File: src/rtl/rf_text_font_loader.sv
// Font loader: packs a glyph byte stream into 32-bit byte-selected writes to
// character RAM, one octa-byte-aligned slot per glyph at fontAddress + code*stride.
module rf_text_font_loader #(
    parameter int pCodeWidth = 13
) (
    input  logic                  clk_i,
    input  logic                  rst_i,
    input  logic                  start_i,
    input  logic [15:0]           fontAddress_i,
    input  logic [5:0]            maxScanpix_i,
    input  logic [5:0]            maxscanline_i,
    input  logic [pCodeWidth-1:0] first_code_i,
    input  logic [pCodeWidth:0]   char_count_i,
    input  logic                  in_valid_i,
    output logic                  in_ready_o,
    input  logic [7:0]            in_dat_i,
    output logic                  cs_o,
    output logic                  we_o,
    output logic [3:0]            sel_o,
    output logic [13:0]           adr_o,
    output logic [31:0]           dat_o,
    input  logic                  ack_i,
    output logic                  busy_o,
    output logic                  done_o
);

    localparam int MulW = pCodeWidth + 10;
    localparam logic [pCodeWidth:0] CntZero = {(pCodeWidth+1){1'b0}};
    localparam logic [pCodeWidth:0] CntOne  = {{pCodeWidth{1'b0}}, 1'b1};

    typedef enum logic [1:0] {
        ST_IDLE  = 2'd0,
        ST_FILL  = 2'd1,
        ST_WRITE = 2'd2,
        ST_DONE  = 2'd3
    } state_t;

    state_t              state_r;
    logic [9:0]          char_size_r;
    logic [9:0]          stride_r;
    logic [15:0]         glyph_base_r;
    logic [pCodeWidth:0] remaining_r;
    logic [9:0]          offset_r;
    logic [3:0]          sel_r;
    logic [31:0]         dat_r;
    logic [13:0]         adr_r;
    logic                cs_r;
    logic                ready_r;
    logic                busy_r;
    logic                done_r;

    logic [3:0]      scan_width_s;
    logic [9:0]      char_size_s;
    logic [6:0]      char_size8_s;
    logic [9:0]      stride_s;
    logic [MulW-1:0] mult_s;
    logic [15:0]     start_base_s;
    logic [15:0]     byte_addr_s;
    logic [1:0]      lane_s;
    logic [9:0]      offset_next_s;
    logic            unused_s;

    // Glyph geometry is computed straight from the start inputs so the first
    // byte can be accepted the cycle after start_i.
    assign scan_width_s  = {1'b0, maxScanpix_i[5:3]} + {3'b000, |maxScanpix_i[2:0]};
    assign char_size_s   = {4'd0, maxscanline_i} * {6'd0, scan_width_s};
    assign char_size8_s  = char_size_s[9:3] + {6'd0, |char_size_s[2:0]};
    assign stride_s      = {char_size8_s, 3'b000};
    assign mult_s        = MulW'(first_code_i) * MulW'(stride_s);
    assign start_base_s  = {fontAddress_i[15:3], 3'b000} + mult_s[15:0];
    assign byte_addr_s   = glyph_base_r + {6'd0, offset_r};
    assign lane_s        = byte_addr_s[1:0];
    assign offset_next_s = offset_r + 10'd1;
    assign unused_s      = ^{fontAddress_i[2:0], mult_s[MulW-1:16]};

    assign in_ready_o = ready_r;
    assign cs_o       = cs_r;
    assign we_o       = cs_r;
    assign sel_o      = sel_r;
    assign adr_o      = adr_r;
    assign dat_o      = dat_r;
    assign busy_o     = busy_r;
    assign done_o     = done_r;

    // Load sequencer: gathers bytes into a word, then holds the write until ack.
    always_ff @(posedge clk_i) begin
        if (rst_i) begin
            state_r      <= ST_IDLE;
            char_size_r  <= 10'd0;
            stride_r     <= 10'd0;
            glyph_base_r <= 16'd0;
            remaining_r  <= CntZero;
            offset_r     <= 10'd0;
            sel_r        <= 4'd0;
            dat_r        <= 32'd0;
            adr_r        <= 14'd0;
            cs_r         <= 1'b0;
            ready_r      <= 1'b0;
            busy_r       <= 1'b0;
            done_r       <= 1'b0;
        end else begin
            case (state_r)
                ST_IDLE: begin
                    done_r <= 1'b0;
                    if (start_i) begin
                        if ((char_count_i == CntZero) || (char_size_s == 10'd0)) begin
                            done_r <= 1'b1;
                        end else begin
                            state_r      <= ST_FILL;
                            ready_r      <= 1'b1;
                            busy_r       <= 1'b1;
                            char_size_r  <= char_size_s;
                            stride_r     <= stride_s;
                            glyph_base_r <= start_base_s;
                            remaining_r  <= char_count_i;
                            offset_r     <= 10'd0;
                            sel_r        <= 4'd0;
                            dat_r        <= 32'd0;
                        end
                    end
                end
                ST_FILL: begin
                    if (in_valid_i && ready_r) begin
                        dat_r[{lane_s, 3'b000} +: 8] <= in_dat_i;
                        sel_r[lane_s]                <= 1'b1;
                        offset_r                     <= offset_next_s;
                        adr_r                        <= byte_addr_s[15:2];
                        if ((lane_s == 2'd3) || (offset_next_s == char_size_r)) begin
                            state_r <= ST_WRITE;
                            cs_r    <= 1'b1;
                            ready_r <= 1'b0;
                        end
                    end
                end
                ST_WRITE: begin
                    if (ack_i) begin
                        cs_r  <= 1'b0;
                        sel_r <= 4'd0;
                        dat_r <= 32'd0;
                        if (offset_r == char_size_r) begin
                            offset_r     <= 10'd0;
                            glyph_base_r <= glyph_base_r + {6'd0, stride_r};
                            remaining_r  <= remaining_r - CntOne;
                            if (remaining_r == CntOne) begin
                                state_r <= ST_DONE;
                                done_r  <= 1'b1;
                            end else begin
                                state_r <= ST_FILL;
                                ready_r <= 1'b1;
                            end
                        end else begin
                            state_r <= ST_FILL;
                            ready_r <= 1'b1;
                        end
                    end
                end
                ST_DONE: begin
                    done_r  <= 1'b0;
                    busy_r  <= 1'b0;
                    state_r <= ST_IDLE;
                end
                default: begin
                    state_r <= ST_IDLE;
                    cs_r    <= 1'b0;
                    ready_r <= 1'b0;
                    busy_r  <= 1'b0;
                    done_r  <= 1'b0;
                end
            endcase
        end
    end

endmodule

File: config.mk
export PLATFORM = sky130hd
export DESIGN_NAME = rf_text_font_loader
export DESIGN_NICKNAME = d
export VERILOG_FILES = /design/src/rtl/rf_text_font_loader.sv
export SDC_FILE = /design/constraint.sdc
export NUM_CORES = 1
export LEC_CHECK = 0
export BUFFER_PORTS_ARGS = -buffer_cell sky130_fd_sc_hd__buf_2
export CORE_UTILIZATION = 60
export DETAILED_ROUTE_END_ITERATION = 16
export PLACE_DENSITY = 0.88
export SYNTH_ARGS = -nofsm -noshare
export SYNTH_HDL_FRONTEND = slang
export SYNTH_SLANG_ARGS = --single-unit
File: constraint.sdc
create_clock -name clk_i -period 22.6 [get_ports clk_i]
set_input_delay 3.39 -clock clk_i [delete_from_list [all_inputs] [get_ports clk_i]]
set_output_delay 3.39 -clock clk_i [all_outputs]
set_load 0.02 [all_outputs]
==> summary.txt <==
Route
  – Drt pass-1 iters: 5
  – Vias per inst: 5.850
  – Via count: a little over 8,000
  – Routed Antenna Nets: 0
  – DRT iter0 DRCs: 684
  – DRC Markers: 0
  – Post-Route WL: approximately 21,000 um
  – WL per Instance: approximately 15 um

Yosys
  – Ys async rst share: 0
  – Cell count after synthesis: 1,129
  – Post-synth top area share: 0.2474
  – Top_reg_cell synth: dfxtp_1
  – Post-Syn Area: 0.008900 mm2
  – Cell taking the most area after synthesis: dfxtp_1
  – Ys Warns: 0
  – Register bit total from synthesis: 110
  – Top cells by area, synth: dfxtp_1 (25%), fa_1 (11%), ha_1 (10%)
  – Syn Area/Cell: 7.883 um2
  – EDFF count, synth: 0
  – Sequential fraction of the synthesis area: 0.2474
  – Netlist cell types: between 60 and 70
  – Syn_nets: roughly 1,300

Worst setup path
  – CP max FO: 8
  – R2r worst-path depth: 10
  – CP most frequent cell: fa_1
  – Worst path max stage delay: about 0.7 ns
  – Critical path startpoint category: input port
  – Slowest CP cell: xor2_1
  – Worst path required time: around 23 ns
  – CP endpoint kind: register
  – Arr. time, crit path: between 10 and 15 ns
  – Crit Path Category: input port to register

Timing
  – Setup Viol. Count Final: 0
  – Setup_tns: 0 ns
  – Final min period: 13.27 ns
  – Max Slew Vio Count: 0
  – Worst Tran Pin Value: 1.200 ns
  – Fmax: roughly 0.075 GHz
  – Clk_skew: 0.01399 ns
  – Tcrit/Tclk final: 0.5873
  – RSZ-0062 raised after global routing: no
  – Final Hold Viols: 0
  – Normalized max-slew margin: 0.1924
  – Fin worst setup slack: 9.328 ns

Global routing
  – Largest net degree at the start of global routing: 100
  – First-pass GRT wire length: roughly 35,000 um
  – Vias in the first global route: 7,681
  – Gr usage total: 0.2856
  – Antenna violations before repair: 0
  – Overflow after GRT: 0

Run
  – Max Cap Viol: 0

Clocking
  – CTS Sinks: 110
  – Clock Path Buffers: 2
  – CTS tree: built
  – Skew-Pair Late Insertion Delay: between 0.3 and 0.4 ns
  – CTS resizes: 0
  – # Post-CTS Setup Buffers: 0
  – Root buffer cell: clkbuf_16
  – H-tree Lvls: 3
  – CTS Hold Buffers Added: 0
  – TritonCTS buffer count: 9
  – CTS clock-pin slew for the worst setup and hold paths: 0.08 ns

Finish
  – Layout cells sized above 1: 0.1250
  – Most common cell after layout, fill and taps aside: nand2_1
  – Commonest non-fill, non-tap cells in the layout: nand2_1 (167), buf_2 (119), dfxtp_1 (110)
  – Final core occ: 0.6833
  – Diodes inserted: 0
  – P&R area growth vs syn: 11.16%
  – Fillers: 1,125
  – Design area: 0.009893 mm2
  – NumNets Final: 1,407

Floorplan
  – IO Count: 123
  – Row cnt: 44
  – Core ar.: around 0.014 mm2
  – Initial Utilization: 0.6147
  – Die Wd: between 100 and 150 um
  – Die area: roughly 0.015 mm2
  – Die height: about 120 um

Placed design
  – Gp weighted congestion: ~0.9
  – Pre-CTS setup slack: approximately 9 ns
  – Placed cell areas: 0.009584 mm2
  – Dpl hpwl: 15,890 um
  – IO buf count: between 100 and 150

Worst hold path
  – Worst hold path cell count: 2
  – Min-delay worst type: register to register

Run status
  – Outcome: finished clean
synthesized netlist by cell type (all sizes together), types with 4 or more instances:
cell / n
o21ai: 51
and2: 35
nor2b: 24
or3: 10
nor3: 17
and3: 5
nand2: 167
nand4: 9
nand3: 53
a311oi: 10
xor2: 33
buf: 11
o21bai: 8
nand2b: 9
dfxtp: 110
fa: 47
a21o: 9
a22oi: 7
or2: 8
xnor3: 4
nor4: 7
o22ai: 5
ha: 73
o31ai: 4
clkbuf: 36
inv: 100
nor2: 79
a211oi: 20
a21oi: 105
xnor2: 36
final cells by class:
| cell class | count | area [um2] | area share |
|---|---|---|---|
| inverter | 100 | 375.4 | 0.03794 |
| timing repair buffer | 126 | 648.1 | 0.06551 |
| tap | 184 | 230.2 | 0.02327 |
| clock buffer | 9 | 225.2 | 0.02276 |
| multi-input combinational | 872 | 6128 | 0.6195 |
| clock inverter | 7 | 83.83 | 0.008474 |
| sequential | 110 | 2202 | 0.2226 |
through the flow:
step           cells  hold WS, ns
2_1_floorplan   1129       0.4406
3_3_place_gp    1392       0.4341
3_5_place_dp    1392       0.4421
4_1_cts         1408       0.4528
5_1_grt         1408       0.4709
6_report        1408       0.4500
worst max-delay path, delay by kind of cell:
kind | cells | cell delay, ns
compound gates | 9 | 2.15
simple gates | 6 | 1.28
fa+ha+maj | 11 | 4.41
buf+inv | 5 | 0.30
xor+xnor | 5 | 2.02
routing by layer:
layer,GRT usage,vias up,part of all wire
met1,0.3640,3871,0.44
li1,-,4010,-
met2,0.4882,302,0.48
met5,0,-,0
met4,0.1092,0,0.029
met3,0.03938,54,0.057
sequential cells by signal, indices dropped and copies added (netlist names), 2 cells and up:
signal,cells
dat_o,32
adr_o,14
remaining_r,14
glyph_base_r,13
char_size_r,10
offset_r,10
stride_r,7
sel_o,4
state_r,2
cell families after synthesis:
kind of cell,after synthesis,share of synthesized area
adder cells (fa/ha/maj),120,0.2084
AND/OR/NAND/NOR,433,0.2289
multiplexers,2,0.002249
buffers and inverters,147,0.06551
flip-flops,110,0.2474
XOR/XNOR,73,0.07803
AO/OA/AOI/OAI,244,0.1696
worst paths after layout:
path | startpoint | slack (ns) | endpoint
max | maxScanpix_i[1] | 9.33 | glyph_base_r[15]
min | dat_o[10] | 0.45 | dat_o[10]
max reg2reg | offset_r[9] | 19.37 | remaining_r[8]
min reg2reg | dat_o[10] | 0.45 | dat_o[10]
Power is not shown: default switching activity piles up to over one toggle a cycle in this logic, so the estimate is an artifact.
